--- src/rtl/fetch_stage_if.sv ---
// Instruction-memory request/acknowledge bus between the fetch stage and the separate I-memory.
interface fetch_stage_if #(
  parameter int unsigned Instr_width = 32,
  parameter int unsigned PC_width    = 32
);
  logic [PC_width-1:0]    ImemAddr;
  logic                   ImemReq;
  logic                   ImemAck;
  logic [Instr_width-1:0] ImemRdata;

  modport master (
    output ImemAddr,
    output ImemReq,
    input  ImemAck,
    input  ImemRdata
  );

  modport slave (
    input  ImemAddr,
    input  ImemReq,
    output ImemAck,
    output ImemRdata
  );
endinterface

--- src/rtl/fetch_stage.sv ---
// MIPS fetch stage with IF/ID register, redirect handling and a one-entry hold buffer.
// Optional performance counters are enabled with the FETCH_PERF_CNT_EN macro.
module fetch_stage #(
  parameter int unsigned        Instr_width = 32,
  parameter int unsigned        PC_width    = 32,
  parameter logic [PC_width-1:0] RESET_PC   = '0
) (
  input  logic                   CLK,
  input  logic                   RST,
  input  logic                   StallD,
  input  logic [1:0]             PCSrcD,
  input  logic [PC_width-1:0]    PCBranchD,
  input  logic [PC_width-1:0]    PCJumpD,
  fetch_stage_if.master          imem,
  output logic [Instr_width-1:0] InstrD,
  output logic [PC_width-1:0]    PCPlus4D,
  output logic                   ValidD
`ifdef FETCH_PERF_CNT_EN
  ,
  output logic [31:0]            FetchCnt,
  output logic [31:0]            FlushCnt
`endif
);

  typedef enum logic [1:0] {StBoot, StReq, StHold, StDiscard} state_e;

  state_e                 state_q, state_d;
  logic [PC_width-1:0]    pcf_q, pcf_d;
  logic [PC_width-1:0]    redir_q, redir_d;
  logic                   req_q, req_d;
  logic                   hold_full_q, hold_full_d;
  logic [Instr_width-1:0] hold_instr_q, hold_instr_d;
  logic [PC_width-1:0]    hold_pc4_q, hold_pc4_d;
  logic [Instr_width-1:0] instr_q, instr_d;
  logic [PC_width-1:0]    pc4_q, pc4_d;
  logic                   valid_q, valid_d;
`ifdef FETCH_PERF_CNT_EN
  logic [31:0]            fetch_cnt_q, fetch_cnt_d;
  logic [31:0]            flush_cnt_q, flush_cnt_d;
`endif

  logic                redirect;
  logic                accept;
  logic [PC_width-1:0] target;
  logic [PC_width-1:0] pcf_plus4;

  always_comb begin
    // PCSrcD is only meaningful when decode is not stalled.
    redirect  = (PCSrcD != 2'b00) && !StallD;
    target    = PCSrcD[1] ? PCJumpD : PCBranchD;
    pcf_plus4 = pcf_q + PC_width'(4);
    accept    = (state_q == StReq) && imem.ImemAck && !redirect;

    state_d      = state_q;
    pcf_d        = pcf_q;
    redir_d      = redir_q;
    hold_full_d  = hold_full_q;
    hold_instr_d = hold_instr_q;
    hold_pc4_d   = hold_pc4_q;
    instr_d      = instr_q;
    pc4_d        = pc4_q;
    valid_d      = valid_q;

    unique case (state_q)
      StBoot: begin
        state_d = StReq;
        if (redirect) pcf_d = target;
      end
      StReq: begin
        if (redirect) begin
          if (imem.ImemAck) begin
            pcf_d = target;
          end else begin
            // Request cannot be withdrawn; wait out its ack before fetching the target.
            redir_d = target;
            state_d = StDiscard;
          end
        end else if (imem.ImemAck) begin
          pcf_d = pcf_plus4;
          if (StallD) begin
            hold_full_d  = 1'b1;
            hold_instr_d = imem.ImemRdata;
            hold_pc4_d   = pcf_plus4;
            state_d      = StHold;
          end
        end
      end
      StHold: begin
        if (redirect) begin
          pcf_d   = target;
          state_d = StReq;
        end else if (!StallD) begin
          state_d = StReq;
        end
      end
      StDiscard: begin
        if (redirect) begin
          redir_d = target;
          if (imem.ImemAck) begin
            pcf_d   = target;
            state_d = StReq;
          end
        end else if (imem.ImemAck) begin
          pcf_d   = redir_q;
          state_d = StReq;
        end
      end
      default: state_d = StBoot;
    endcase

    if (redirect) hold_full_d = 1'b0;

    if (!StallD) begin
      if (redirect) begin
        instr_d = '0;
        pc4_d   = '0;
        valid_d = 1'b0;
      end else if (hold_full_q) begin
        instr_d     = hold_instr_q;
        pc4_d       = hold_pc4_q;
        valid_d     = 1'b1;
        hold_full_d = 1'b0;
      end else if (accept) begin
        instr_d = imem.ImemRdata;
        pc4_d   = pcf_plus4;
        valid_d = 1'b1;
      end else begin
        // Bubble keeps the last PCPlus4D.
        instr_d = '0;
        valid_d = 1'b0;
      end
    end

    req_d = (state_d == StReq) || (state_d == StDiscard);

`ifdef FETCH_PERF_CNT_EN
    fetch_cnt_d = fetch_cnt_q + (accept ? 32'd1 : 32'd0);
    flush_cnt_d = flush_cnt_q + (redirect ? 32'd1 : 32'd0);
`endif
  end

  always_ff @(posedge CLK or negedge RST) begin
    if (!RST) begin
      state_q      <= StBoot;
      pcf_q        <= RESET_PC;
      redir_q      <= RESET_PC;
      req_q        <= 1'b0;
      hold_full_q  <= 1'b0;
      hold_instr_q <= '0;
      hold_pc4_q   <= '0;
      instr_q      <= '0;
      pc4_q        <= '0;
      valid_q      <= 1'b0;
`ifdef FETCH_PERF_CNT_EN
      fetch_cnt_q  <= '0;
      flush_cnt_q  <= '0;
`endif
    end else begin
      state_q      <= state_d;
      pcf_q        <= pcf_d;
      redir_q      <= redir_d;
      req_q        <= req_d;
      hold_full_q  <= hold_full_d;
      hold_instr_q <= hold_instr_d;
      hold_pc4_q   <= hold_pc4_d;
      instr_q      <= instr_d;
      pc4_q        <= pc4_d;
      valid_q      <= valid_d;
`ifdef FETCH_PERF_CNT_EN
      fetch_cnt_q  <= fetch_cnt_d;
      flush_cnt_q  <= flush_cnt_d;
`endif
    end
  end

  // The address register is PCF itself; in DISCARD it still holds the abandoned address.
  assign imem.ImemAddr = pcf_q;
  assign imem.ImemReq  = req_q;
  assign InstrD        = instr_q;
  assign PCPlus4D      = pc4_q;
  assign ValidD        = valid_q;
`ifdef FETCH_PERF_CNT_EN
  assign FetchCnt      = fetch_cnt_q;
  assign FlushCnt      = flush_cnt_q;
`endif

endmodule

--- src/flat_wrapper.sv ---
// flat-port wrapper written by rule: the top's interface ports become plain ports
module fetch_stage_flat 
#(
  parameter int unsigned        Instr_width = 32,
  parameter int unsigned        PC_width    = 32,
  parameter logic [PC_width-1:0] RESET_PC   = '0
)
  (CLK, RST, StallD, PCSrcD, PCBranchD, PCJumpD, InstrD, PCPlus4D, ValidD, imem_ImemAddr, imem_ImemReq, imem_ImemAck, imem_ImemRdata);
  fetch_stage_if #(.Instr_width(Instr_width), .PC_width(PC_width)) imem_i ();
  input  logic CLK;
  input  logic RST;
  input  logic StallD;
  input  logic [1:0] PCSrcD;
  input  logic [PC_width-1:0] PCBranchD;
  input  logic [PC_width-1:0] PCJumpD;
  output logic [Instr_width-1:0] InstrD;
  output logic [PC_width-1:0] PCPlus4D;
  output logic ValidD;
  output wire logic [$bits(imem_i.ImemAddr)-1:0] imem_ImemAddr;
  output wire logic [$bits(imem_i.ImemReq)-1:0] imem_ImemReq;
  input wire logic [$bits(imem_i.ImemAck)-1:0] imem_ImemAck;
  input wire logic [$bits(imem_i.ImemRdata)-1:0] imem_ImemRdata;
  assign imem_ImemAddr = imem_i.ImemAddr;
  assign imem_ImemReq = imem_i.ImemReq;
  assign imem_i.ImemAck = imem_ImemAck;
  assign imem_i.ImemRdata = imem_ImemRdata;
  fetch_stage #(.Instr_width(Instr_width), .PC_width(PC_width), .RESET_PC(RESET_PC)) u_core (.CLK(CLK), .RST(RST), .StallD(StallD), .PCSrcD(PCSrcD), .PCBranchD(PCBranchD), .PCJumpD(PCJumpD), .imem(imem_i), .InstrD(InstrD), .PCPlus4D(PCPlus4D), .ValidD(ValidD));
endmodule
--- config.mk ---
export PLATFORM = sky130hd
export DESIGN_NAME = fetch_stage_flat
export DESIGN_NICKNAME = d
export VERILOG_FILES = /design/src/rtl/fetch_stage_if.sv /design/src/rtl/fetch_stage.sv /design/src/flat_wrapper.sv
export SDC_FILE = /design/constraint.sdc
export NUM_CORES = 1
export LEC_CHECK = 0
export CAP_MARGIN = 20
export CORE_ASPECT_RATIO = 1.4
export CORE_UTILIZATION = 30
export CTS_CLUSTER_DIAMETER = 80
export DETAILED_ROUTE_END_ITERATION = 8
export PLACE_DENSITY = 0.57
export SYNTH_ARGS = -nofsm -noshare
export SYNTH_HDL_FRONTEND = slang
export SYNTH_SLANG_ARGS = --single-unit
export TNS_END_PERCENT = 50
--- constraint.sdc ---
create_clock -name CLK -period 2.7 [get_ports CLK]
set_input_delay 0.27 -clock CLK [delete_from_list [all_inputs] [get_ports CLK]]
set_output_delay 0.27 -clock CLK [all_outputs]
set_load 0.01 [all_outputs]
==> results summary <==
The synthesized flop and latch total is between 150 and 200. The clock drives 196 sinks. The slowest stage of the critical path belongs to the cell nor3_2. The path class of the tightest hold or removal check is input pin to async pin.

The minimum clock period after layout is 2.323 ns. The analysis attributes to cell leakage a power of approximately 5.3 nW. The via count normalized by instance count is around 5.3. The clock network latency to the later pin of the worst-skew pair came out at 0.44 ns. The sequential area share after synthesis is 0.5107. The biggest fanout along the worst timing path is 9. The final count of pins violating max slew is 0. The total net switching power is 3.427 mW.

Headroom to the max-slew limit came out at 0.4305. The number of cells produced by synthesis came out at 955. The post-route clock skew came out at 0.01221 ns. Summing over every cut layer, the via total after detailed routing is 8178. The number of setup buffers added after CTS came out at 0. Clock tree synthesis inserted a total of 17 buffers.

The wire length of the first global-routing pass is 45460 um. Counting flops with a built-in enable in the synthesized netlist gives 0. The fill cell total of the finished layout is 3049. The floorplan step set the die width to 153.2 um. Walking the worst path, the cells encountered are ha_1 > nand4_2 > nor3_2 > nand4_1 > xor2_1 > o221ai_1. Dividing the detail-routed wire length by the instance count gives around 19 um. The maximum level of the CTS H-tree is 4. The final wirelength is a little under 30000 um. The total power density per cell area came out at 789.1 mW/mm2. The remaining design rule violation count is 0. The total power consumption of the routed design is 10.09 mW. Setup repair after global routing left no endpoint under its margin. The worst path required time came out at 3.01 ns. The global-route met2 utilization is 0.3066. The share of total power dissipated in sequential elements is 0.435. The period utilization came out at 0.8604. The antenna violation net count after detailed routing came out at 0. The final design utilization is 0.4059. The transition at the pin with the smallest max-transition slack is about 0.85 ns. The initial core utilization came out at 0.3048. The y dimension of the die came out at roughly 210 um. The core area is roughly 0.032 mm2. The average instance in the mapped netlist occupies 10.06 um2.

Entering global routing, the biggest net connects 91 pins. The tool flagged a number of max-cap violations equal to 0. The register-to-register path setup slack is 0.38 ns. The arrival time at the worst endpoint came out at 2.63 ns. The HPWL reported at the end of detailed placement is 21090 um.

In the final layout, the share of cells above drive strength 1 is 0.1312. The congestion estimate from routability-driven global placement came to a little under 0.9. During synthesis, Yosys emitted a total of 0 warnings. The layer flagged by global routing as most heavily used is met2. The final global-route overflow total came out at 0. In this run the clock root is driven by a clkbuf_16. The full die area came out at ~0.033 mm2.

The number of buffers and inverters on the critical path is 0. The count of buffers added on input and output ports is roughly 200. The internal portion of total power is 6.665 mW.

The delay of the slowest cell on the worst path is approximately 0.56 ns. At the end of the flow, the number of nets in the layout was 1241. The detailed router finished its first iteration with 557 violations. Pin placement for this block handled 200 I/O pins.

The first detailed-routing pass took 5 iterations. The synthesized netlist contains between 60 and 70 unique library cells. The area of the mapped netlist is 0.009603 mm2. Clock-pin slew was measured on the worst setup and hold paths at approximately 0.080 ns. The gate family responsible for the most delay along the worst path is simple AND/OR/NAND/NOR gates. The worst setup path is captured at a flip-flop. The final total negative setup slack is 0 ns.

The CTS tree is done. For met3 alone, demand over resource in global routing was 0.03193. In the synthesized netlist the async set-or-reset flop fraction comes to 1.000.

The count of antenna diodes in the layout came out at 0. The net count after synthesis came out at 1058. The highest clock frequency the design can meet is about 0.43 GHz.

The number of endpoints with negative hold slack in the final report is 0. For this run, the total global-route usage over all layers was measured as 0.1808. The classification of the worst setup path is flip-flop to flip-flop. Setup violations remaining at the end of the flow were counted as 0. Of the total power, the clock network draws 0.273. The number of rows created at floorplan came out at 77. The buffer depth of the longest clock path is 2. The flow ran to the end, and the final reports show no timing, DRC or antenna violations.

The highest ir drop seen on vdd is 0.3623 mV. The switching share of total power came out at 0.3396. The most common flop cell mapped by yosys is dfrtp_1.

The global routing usage on met1 came out at 0.2255. The part of the total power dissipated in combinational logic came out at 0.292. The number of global-route vias before repair is 7980. The layout overhead on the synthesized area is 33.17%. The number of antenna violations at the first check in global routing came out at 0.

The sort of element at the start of the critical path is a flip-flop.
placed cells by master, fill, tap and decap left out, drive strengths merged, types with 3 or more instances in the layout:
| master | Yosys | layout |
|---|---|---|
| clkdlybuf4s50 | 0 | 196 |
| dfrtp | 196 | 196 |
| o21ai | 147 | 147 |
| nand2 | 133 | 133 |
| mux2 | 57 | 57 |
| a22oi | 49 | 49 |
| buf | 25 | 41 |
| nor2 | 37 | 37 |
| mux2i | 33 | 33 |
| a21oi | 28 | 28 |
| clkbuf | 50 | 19 |
| nand3 | 18 | 18 |
| nor3 | 16 | 16 |
| xor2 | 14 | 14 |
| inv | 6 | 14 |
| xnor2 | 13 | 13 |
| a31oi | 11 | 11 |
| nand4 | 10 | 10 |
| a211oi | 9 | 9 |
| o22ai | 9 | 9 |
| nor4 | 9 | 9 |
| and3 | 7 | 7 |
| a21o | 6 | 6 |
| o2bb2ai | 6 | 6 |
| nand2b | 5 | 5 |
| and4 | 5 | 5 |
| o211ai | 5 | 5 |
| a32oi | 5 | 5 |
| a22o | 5 | 5 |
| a221oi | 5 | 5 |
| o221ai | 5 | 5 |
| or3 | 4 | 4 |
| clkinv | 1 | 4 |
| a2bb2oi | 3 | 3 |
| a31o | 3 | 3 |
| bufinv | 0 | 3 |
path summary, 6_finish.rpt:
kind	start	to	cells past startpoint
worst max-delay path	u_core.imem.ImemAddr[2]	u_core.imem.ImemAddr[22]	6
worst min-delay path	RST	u_core.redir_q[31]	2
worst max register to register	u_core.imem.ImemAddr[2]	u_core.imem.ImemAddr[22]	6
worst min register to register	u_core.ValidD	u_core.ValidD	2
max in group asynchronous	RST	u_core.redir_q[10]	3
min in group CLK	StallD	u_core.imem.ImemAddr[19]	4
cells in the mapped netlist (6+ instances only):
master / instances / share of area
a211oi_1: 9 / 0.0070
a21o_1: 6 / 0.0047
a21oi_1: 28 / 0.015
a22oi_1: 49 / 0.038
a31oi_1: 11 / 0.0072
and3_1: 7 / 0.0046
buf_2: 20 / 0.010
clkbuf_1: 48 / 0.019
dfrtp_1: 196 / 0.51
inv_1: 6 / 0.0023
mux2_2: 57 / 0.067
mux2i_1: 33 / 0.034
nand2_1: 133 / 0.052
nand3_1: 16 / 0.0083
nand4_1: 9 / 0.0059
nor2_1: 37 / 0.014
nor3_1: 12 / 0.0063
o21ai_0: 126 / 0.066
o21ai_1: 21 / 0.011
o22ai_1: 9 / 0.0059
o2bb2ai_1: 6 / 0.0055
xnor2_1: 13 / 0.012
xor2_1: 14 / 0.013
power by group through the flow:
stage | Sequential, mW | Combinational (mW) | Clock (mW)
2_1_floorplan | 4.28 | 1.63 | 0
3_3_place_gp | 4.40 | 2.93 | 0
3_5_place_dp | 4.43 | 2.97 | 0
5_1_grt | 4.49 | 3.26 | 2.92
6_report | 4.39 | 2.95 | 2.75
4_1_cts | 4.37 | 2.98 | 2.82
metrics by stage:
stage                     instances  setup slack [ns]  hold WS (ns)  instance area [um2]
after floorplan                 955            0.6611      -0.02559                 9603
after global placement         1513            0.4322        0.1944                12150
after detailed placement       1513            0.4064        0.1947                12150
after CTS                      1546            0.3863        0.2809                12790
after global routing           1546            0.2482        0.3020                12790
final                          1546            0.3770        0.2879                12790
timing repair:
action | CTS | global route
hold buffers | 1 | 0
endpoints found under the hold margin | 29 | 0
gates resized for setup | 0 | 0
flip-flops by register name, indices dropped and copies added, names as in the netlist:
signal / flops
u_core.InstrD: 32
u_core.PCPlus4D: 32
u_core.ValidD: 1
u_core.hold_full_q: 1
u_core.hold_instr_q: 32
u_core.hold_pc4_q: 32
u_core.imem.ImemAddr: 32
u_core.redir_q: 32
u_core.state_q: 2
kinds of logic after synthesis:
kind of cell,count (synthesis),share of synthesized area
AO/OA/AOI/OAI,309,0.1993
AND/OR/NAND/NOR,250,0.1266
flip-flops,196,0.5107
multiplexers,90,0.1012
buffers and inverters,82,0.03609
XOR/XNOR,27,0.02463
adder cells (fa/ha/maj),1,0.001303
per-layer routing:
layer  part of all wire  up-vias
met2               0.50      290
met5                  0        -
met3              0.047       54
met4              0.031        0
met1               0.43     3991
li1                   -     3843
layout make-up:
class,count,area [um2],share of cell area
Clock buffer,18,439.2,0.03434
Clock inverter,14,188.9,0.01477
Sequential cell,196,4906,0.3836
Multi-Input combinational cell,677,4370,0.3417
Timing Repair Buffer,239,2364,0.1848
Inverter,7,26.28,0.002055
Tap cell,395,494.2,0.03865
(Power assumes the default switching activity.)
